## src/rtl/uart_word_tx_if.sv

```systemverilog
`default_nettype none
// ============================================================================
// Module      : uart_word_tx_if
// Description : Push-side handshake between the chip buffer FSM (master) and
//               the UART word transmitter (slave). One 16-bit word per
//               tx_vld pulse; tx_done tells the pusher the word has left the
//               pin. busy and err_ovr are status back to the pusher.
// Revision    : 1.0 - initial release
// ============================================================================
interface uart_word_tx_if;

  logic [15:0] tx_data;   // word to send, sampled DATA_DLY cycles after tx_vld
  logic        tx_vld;    // single-cycle send request
  logic        tx_done;   // single-cycle pulse after the last stop bit
  logic        busy;      // a word is in flight
  logic        err_ovr;   // sticky: a request arrived while busy

  // Pusher side: drives the word and the request, watches status.
  modport master (
    output tx_data,
    output tx_vld,
    input  tx_done,
    input  busy,
    input  err_ovr
  );

  // Transmitter side: consumes the word and the request, reports status.
  modport slave (
    input  tx_data,
    input  tx_vld,
    output tx_done,
    output busy,
    output err_ovr
  );

endinterface : uart_word_tx_if
`default_nettype wire

```

## src/rtl/uart_word_tx.sv

```systemverilog
`default_nettype none
// ============================================================================
// Module      : uart_word_tx
// Description : Sends one 16-bit word per tx_vld pulse on the UART line as two
//               serial bytes, high byte first, LSB first within each byte.
//               Default frame is 8N1 (20 bit times per word). Defining the
//               macro UART_PARITY_EN adds an even-parity bit to each byte
//               (8E1, 22 bit times per word).
//               Runs entirely in the clk_sys domain.
// Parameters  : BAUD_DIV - clk_sys cycles per UART bit, 2..65535
//               DATA_DLY - cycles from tx_vld to the valid tx_data sample
// Revision    : 1.0 - initial release
// ============================================================================
module uart_word_tx #(
  parameter int BAUD_DIV = 434,
  parameter int DATA_DLY = 1
) (
  input  wire logic         clk_sys,
  input  wire logic         rst,
  uart_word_tx_if.slave     push,
  output logic              uart_txd
);

  // --------------------------------------------------------------------------
  // Constants
  // --------------------------------------------------------------------------
  // Every bit period starts by loading this value and ends when the count
  // reaches zero, so each bit lasts exactly BAUD_DIV cycles.
  localparam logic [15:0] BAUD_LOAD  = 16'(BAUD_DIV - 1);

  // S_CAP dwells DATA_DLY cycles; the counter loads DATA_DLY-1 on entry and
  // the sample is taken in the cycle it reads zero.
  localparam logic [15:0] DLY_LOAD   = (DATA_DLY > 0) ? 16'(DATA_DLY - 1) : 16'd0;

  // With DATA_DLY = 0 the word is already valid alongside tx_vld, so the
  // capture happens in the accepting cycle and S_CAP is never visited.
  localparam bit          CAP_BYPASS = (DATA_DLY == 0);

  // FSM encoding
  localparam logic [2:0] S_IDLE  = 3'd0;
  localparam logic [2:0] S_CAP   = 3'd1;
  localparam logic [2:0] S_START = 3'd2;
  localparam logic [2:0] S_DATA  = 3'd3;
  localparam logic [2:0] S_STOP  = 3'd4;
  localparam logic [2:0] S_DONE  = 3'd5;
`ifdef UART_PARITY_EN
  localparam logic [2:0] S_PAR   = 3'd6;
`endif

  // --------------------------------------------------------------------------
  // State
  // --------------------------------------------------------------------------
  logic [2:0]  state_q,    state_d;
  logic [15:0] baud_q,     baud_d;      // bit-period down-counter
  logic [2:0]  bit_q,      bit_d;       // data bit index inside the byte
  logic        byte_sel_q, byte_sel_d;  // 0 = high byte, 1 = low byte
  logic [15:0] shreg_q,    shreg_d;     // word held for the whole frame
  logic [15:0] dly_q,      dly_d;       // S_CAP dwell counter
  logic        txd_q,      txd_d;       // registered line driver
  logic        ovr_q,      ovr_d;       // sticky overrun flag

  // --------------------------------------------------------------------------
  // Helpers
  // --------------------------------------------------------------------------
  logic [7:0] w_cur_byte;
  logic [2:0] w_bit_nxt;
  logic       w_baud_end;
  logic       w_can_accept;

  assign w_cur_byte   = byte_sel_q ? shreg_q[7:0] : shreg_q[15:8];
  assign w_bit_nxt    = bit_q + 3'd1;    // wraps 7 -> 0 at the end of a byte
  assign w_baud_end   = (baud_q == 16'd0);
  // The S_DONE cycle also accepts a word so consecutive words leave no idle
  // bit between them.
  assign w_can_accept = (state_q == S_IDLE) || (state_q == S_DONE);

  // Next-state, counter and line-value logic for the frame sequencer.
  always_comb begin
    state_d    = state_q;
    baud_d     = baud_q;
    bit_d      = bit_q;
    byte_sel_d = byte_sel_q;
    shreg_d    = shreg_q;
    dly_d      = dly_q;
    txd_d      = txd_q;
    ovr_d      = ovr_q;

    // A request while a frame is in progress is dropped; the frame itself is
    // left untouched and only the sticky flag records the event.
    if (push.tx_vld && !w_can_accept) begin
      ovr_d = 1'b1;
    end

    case (state_q)
      S_IDLE, S_DONE: begin
        txd_d = 1'b1;
        if (push.tx_vld) begin
          if (CAP_BYPASS) begin
            shreg_d    = push.tx_data;
            byte_sel_d = 1'b0;
            baud_d     = BAUD_LOAD;
            txd_d      = 1'b0;
            state_d    = S_START;
          end else begin
            dly_d      = DLY_LOAD;
            state_d    = S_CAP;
          end
        end else begin
          state_d = S_IDLE;
        end
      end

      S_CAP: begin
        if (dly_q == 16'd0) begin
          shreg_d    = push.tx_data;
          byte_sel_d = 1'b0;
          baud_d     = BAUD_LOAD;
          txd_d      = 1'b0;
          state_d    = S_START;
        end else begin
          dly_d = dly_q - 16'd1;
        end
      end

      S_START: begin
        if (w_baud_end) begin
          bit_d   = 3'd0;
          baud_d  = BAUD_LOAD;
          txd_d   = w_cur_byte[0];
          state_d = S_DATA;
        end else begin
          baud_d = baud_q - 16'd1;
        end
      end

      S_DATA: begin
        if (w_baud_end) begin
          bit_d  = w_bit_nxt;
          baud_d = BAUD_LOAD;
          if (bit_q == 3'd7) begin
`ifdef UART_PARITY_EN
            // Even parity: the bit makes the count of ones in 9 bits even.
            txd_d   = ^w_cur_byte;
            state_d = S_PAR;
`else
            txd_d   = 1'b1;
            state_d = S_STOP;
`endif
          end else begin
            txd_d = w_cur_byte[w_bit_nxt];
          end
        end else begin
          baud_d = baud_q - 16'd1;
        end
      end

`ifdef UART_PARITY_EN
      S_PAR: begin
        if (w_baud_end) begin
          baud_d  = BAUD_LOAD;
          txd_d   = 1'b1;
          state_d = S_STOP;
        end else begin
          baud_d = baud_q - 16'd1;
        end
      end
`endif

      S_STOP: begin
        if (w_baud_end) begin
          byte_sel_d = ~byte_sel_q;
          if (!byte_sel_q) begin
            // High byte finished: the low byte's start bit follows directly.
            baud_d  = BAUD_LOAD;
            txd_d   = 1'b0;
            state_d = S_START;
          end else begin
            txd_d   = 1'b1;
            state_d = S_DONE;
          end
        end else begin
          baud_d = baud_q - 16'd1;
        end
      end

      default: begin
        txd_d   = 1'b1;
        state_d = S_IDLE;
      end
    endcase
  end

  // Register all sequencer state; reset abandons any frame in flight.
  always_ff @(posedge clk_sys) begin
    if (rst) begin
      state_q    <= S_IDLE;
      baud_q     <= 16'd0;
      bit_q      <= 3'd0;
      byte_sel_q <= 1'b0;
      shreg_q    <= 16'd0;
      dly_q      <= 16'd0;
      txd_q      <= 1'b1;
      ovr_q      <= 1'b0;
    end else begin
      state_q    <= state_d;
      baud_q     <= baud_d;
      bit_q      <= bit_d;
      byte_sel_q <= byte_sel_d;
      shreg_q    <= shreg_d;
      dly_q      <= dly_d;
      txd_q      <= txd_d;
      ovr_q      <= ovr_d;
    end
  end

  // --------------------------------------------------------------------------
  // Outputs: all decoded from registers, so the pin and the status are
  // glitch-free.
  // --------------------------------------------------------------------------
  assign uart_txd     = txd_q;
  assign push.tx_done = (state_q == S_DONE);
  assign push.busy    = (state_q != S_IDLE) && (state_q != S_DONE);
  assign push.err_ovr = ovr_q;

endmodule : uart_word_tx
`default_nettype wire

```

## src/flat_wrapper.sv

```systemverilog
// flat-port wrapper written by rule: the top's interface ports become plain ports
module uart_word_tx_flat 
#(
  parameter int BAUD_DIV = 434,
  parameter int DATA_DLY = 1
)
  (clk_sys, rst, uart_txd, push_tx_data, push_tx_vld, push_tx_done, push_busy, push_err_ovr);
  uart_word_tx_if push_i ();
  input  wire logic clk_sys;
  input  wire logic rst;
  output logic uart_txd;
  input wire logic [$bits(push_i.tx_data)-1:0] push_tx_data;
  input wire logic [$bits(push_i.tx_vld)-1:0] push_tx_vld;
  output wire logic [$bits(push_i.tx_done)-1:0] push_tx_done;
  output wire logic [$bits(push_i.busy)-1:0] push_busy;
  output wire logic [$bits(push_i.err_ovr)-1:0] push_err_ovr;
  assign push_i.tx_data = push_tx_data;
  assign push_i.tx_vld = push_tx_vld;
  assign push_tx_done = push_i.tx_done;
  assign push_busy = push_i.busy;
  assign push_err_ovr = push_i.err_ovr;
  uart_word_tx #(.BAUD_DIV(BAUD_DIV), .DATA_DLY(DATA_DLY)) u_core (.clk_sys(clk_sys), .rst(rst), .push(push_i), .uart_txd(uart_txd));
endmodule
```

## config.mk

```make
export PLATFORM = sky130hd
export DESIGN_NAME = uart_word_tx_flat
export DESIGN_NICKNAME = d
export VERILOG_FILES = /design/src/rtl/uart_word_tx_if.sv /design/src/rtl/uart_word_tx.sv /design/src/flat_wrapper.sv
export SDC_FILE = /design/constraint.sdc
export NUM_CORES = 1
export LEC_CHECK = 0
export BUFFER_PORTS_ARGS = -buffer_cell sky130_fd_sc_hd__buf_2
export CORE_MARGIN = 1
export CORE_UTILIZATION = 30
export DETAILED_ROUTE_END_ITERATION = 16
export SYNTH_ARGS = -nofsm -noshare
export SYNTH_HDL_FRONTEND = slang
export SYNTH_SLANG_ARGS = --single-unit
```

## constraint.sdc

```tcl
create_clock -name clk_sys -period 4.9 [get_ports clk_sys]
set_clock_uncertainty 0.15 [all_clocks]
set_input_delay 0.49 -clock clk_sys [delete_from_list [all_inputs] [get_ports clk_sys]]
set_output_delay 0.49 -clock clk_sys [all_outputs]
set_load 0.05 [all_outputs]
```

==> impl_results.md <==
* Crit path capture: u_core.uart_txd
* Post-synth EDFFs at 0
* Antenna cell count at 0
* Largest area contributor in the netlist: dfxtp_1
* Fin. Hold Viols at 0
* DR iter-0 viols at 142
* Post-Syn Instances at around 360
* Lkg Pwr at ~1.2 nW
* Busiest grt layer: met2
* Setup violators final at 0
* Yosys top cell area share at around 40%
* Vias per cell at roughly 5.3
* Nets at 398
* Core outline area at 9370 µm²
* Min cycle time layout at a little under 3 ns
* Most frequent cell after synthesis: dfxtp_1
* Synth top area cells: dfxtp_1 39%, a21oi_1 7.2%, nand2_1 7.0%
* # hold bufs at CTS at 0
* Mean Syn Cell Area at 8.12 µm²
* Startpoint Class: register
* FILL cells at between 900 and 1000
* Clock tree sinks at 57
* Pwr per Cell Area at roughly 730 nW/µm²
* R2r worst-path depth at 7
* Routed wire length at 6.86 mm
* Port-buffer cells at 22
* Grt total ovfl at 0
* CTS Buffer Depth at 2
* Design Area, Final at approximately 3300 µm²
* R2R Path End: u_core.uart_txd
* Max transition margin at 21.3%
* CTS tree: done
* Site Rows at 35
* GRT Overall Usage at ~15%
* CP required at between 4 and 5 ns
* Max Freq at about 340 MHz
* Met3 GRT Util at under 10%
* FF/Latch Area at around 1100 µm²
* Synth top cells by count: 57 x dfxtp_1, 55 x nand2_1, 42 x a21oi_1
* FF+latch count, synth at 57
* Class of the worst hold path: in2reg
* Setup Buffers After CTS at 0
* Vert. Die Dim at between 100 and 150 µm
* # DRC at 0
* Vias in the first global route at between 2000 and 3000
* Ys async rst share at 0%
* Distinct cells, synth at 53
* Initial Utilization at a little under a third
* FF-to-FF setup slack at about 2.0 ns
* IO Pins at 23
* Num CTS Buffers at 9
* Largest net degree at the start of global routing at 47
* Wire per inst at 13.5 µm
* Fin crit share at 59.8%
* Syn_nets at around 390
* Syn-to-layout area delta at 13.9%
* Least-Margin Pin Slew at 1.17 ns
* H-tree depth at 3
* Count of final max-slew check failures at 0
* Top_reg_cell synth: dfxtp_1
* GPL Wtd Cong at ~0.8
* Register area share after synthesis at between 30% and 40%
* Critical Path Fanout Max at 17
* Outcome: completed
* Worst VDD drop at 0.254 mV
* M1 GR Usage at just under 20%
* Worst R2R Start: u_core.baud_q[1]
* Warnings from Yosys at 0
* DR pass1 iterations at 4
* DIE AREA at 10200 µm²
* Global-route wire length before repair at about 12 mm
* Clock transition at path regs at around 0.080 ns
* Worst Setup SP: u_core.baud_q[1]
* Unrepaired setup endpoints after global routing: false
* Mapped cell area at 2930 µm²
* Chip width at 101 µm
* WP data arrival at approximately 3.0 ns
* CTS root buf: clkbuf_8
* Remaining antenna violation count at 0
* Post-detail-place hpwl at around 4.7 mm
* Setup CP Type: reg2reg
* Ratio of cells with drive above 1 in the final layout at between 10% and 20%
* Initial antenna violation count at 0
* Worst skew pair latency at 0.34 ns
* Crit. End Element: register
* Cts repair resizes at 0
* Routing usage on met2 at 23.2%
* Maxcap violations at 0
* Via count at 2672
* Cell Area, Placed at 3110 µm²
* Setup TNS at 0 ns
* Area of the multi-input gates at 1660 µm²
-- per-stage QoR --
stage          util, %  instances  hold WS (ns)  total power [W]  setup slack, ns
2_1_floorplan        -        361         0.279          0.00166             2.54
3_3_place_gp      33.2        492         0.285          0.00189             2.04
3_5_place_dp      33.2        492         0.290          0.00192             1.92
4_1_cts           35.6        508         0.219          0.00244             1.89
5_1_grt           35.6        508         0.231          0.00264             1.53
6_report          35.6        508         0.235          0.00242             1.97
-- metal layers --
layer  vias up  share of wire, %
met3         7               4.0
met5         -                 0
li1       1362                 -
met2        41                46
met1      1262                49
met4         0               1.2
-- where the power goes --
part	switching [W]	internal (W)	leakage, nW	total [W]
combinational	0.000764	0.000431	0.606	0.00119
clock	0.000210	0.000291	0.110	0.000501
sequential	0.000134	0.000593	0.463	0.000727
total	0.00111	0.00132	1.18	0.00242
-- kinds of logic (layout without fill, tap and decap cells) --
logic type               count (synthesis)  after routing  share of synthesized area, %
XOR/XNOR                                 6              6                          1.79
adder cells (fa/ha/maj)                  5              5                          2.13
multiplexers                             6              6                          3.76
AO/OA/AOI/OAI                          106            106                          23.3
flip-flops                              57             57                          38.9
buffers and inverters                   30             48                          4.35
AND/OR/NAND/NOR                        151            151                          25.8
-- cells in the final DEF, fill, tap and decap left out, drive strengths merged, types with 2 or more instances in the layout --
cell type / n
nor4: 9
mux2i: 2
or4: 11
o21a: 6
mux4: 4
and3: 3
nand2: 55
nand4: 2
nor2: 27
o2111ai: 2
ha: 5
xor2: 3
a311oi: 4
bufinv: 2
nand2b: 4
buf: 22
o22ai: 4
o21ai: 8
a21boi: 2
a211oi: 7
or3b: 2
a31o: 4
or3: 9
clkbuf: 9
nand3: 6
clkinv: 2
nor3: 12
dfxtp: 57
and2: 2
nor3b: 3
o31ai: 7
xnor2: 3
a31oi: 9
nand4b: 2
inv: 12
a21oi: 42
a21o: 4
-- worst min path at each step --
stage                        from                  to  slack, ns  cells past startpoint
2_1_floorplan  u_core.shreg_q[14]  u_core.shreg_q[14]       0.28                      2
3_3_place_gp   u_core.shreg_q[10]  u_core.shreg_q[10]       0.29                      2
3_5_place_dp    u_core.shreg_q[4]   u_core.shreg_q[4]       0.29                      2
4_1_cts           push_tx_data[9]   u_core.shreg_q[9]       0.22                      3
5_1_grt           push_tx_data[7]   u_core.shreg_q[7]       0.23                      3
6_report         push_tx_data[14]  u_core.shreg_q[14]       0.23                      3
-- sequential cells by signal, indices dropped and copies added (netlist names) --
signal,flops
u_core.push.err_ovr,1
u_core.byte_sel_q,1
u_core.shreg_q,16
u_core.state_q,3
u_core.bit_q,3
u_core.uart_txd,1
u_core.dly_q,16
u_core.baud_q,16
-- worst max-delay path, stage by stage (launching register included) --
cell and delay [ns]:
dfxtp_1 0.32, inv_1 0.08, ha_1 0.18, nor3b_1 0.48, nand3_1 0.22, o21ai_1 0.95
o2111ai_1 0.22, a21o_1 0.23
-- area by class of cell --
cell class | count | area share (%)
inverter | 10 | 1.12
timing repair buffer | 22 | 3.30
tap | 129 | 4.83
clock buffer | 9 | 3.71
clock inverter | 7 | 3.07
sequential | 57 | 34.2
multi-input combinational | 274 | 49.8
No activity file was read; power rests on OpenSTA's default activity.
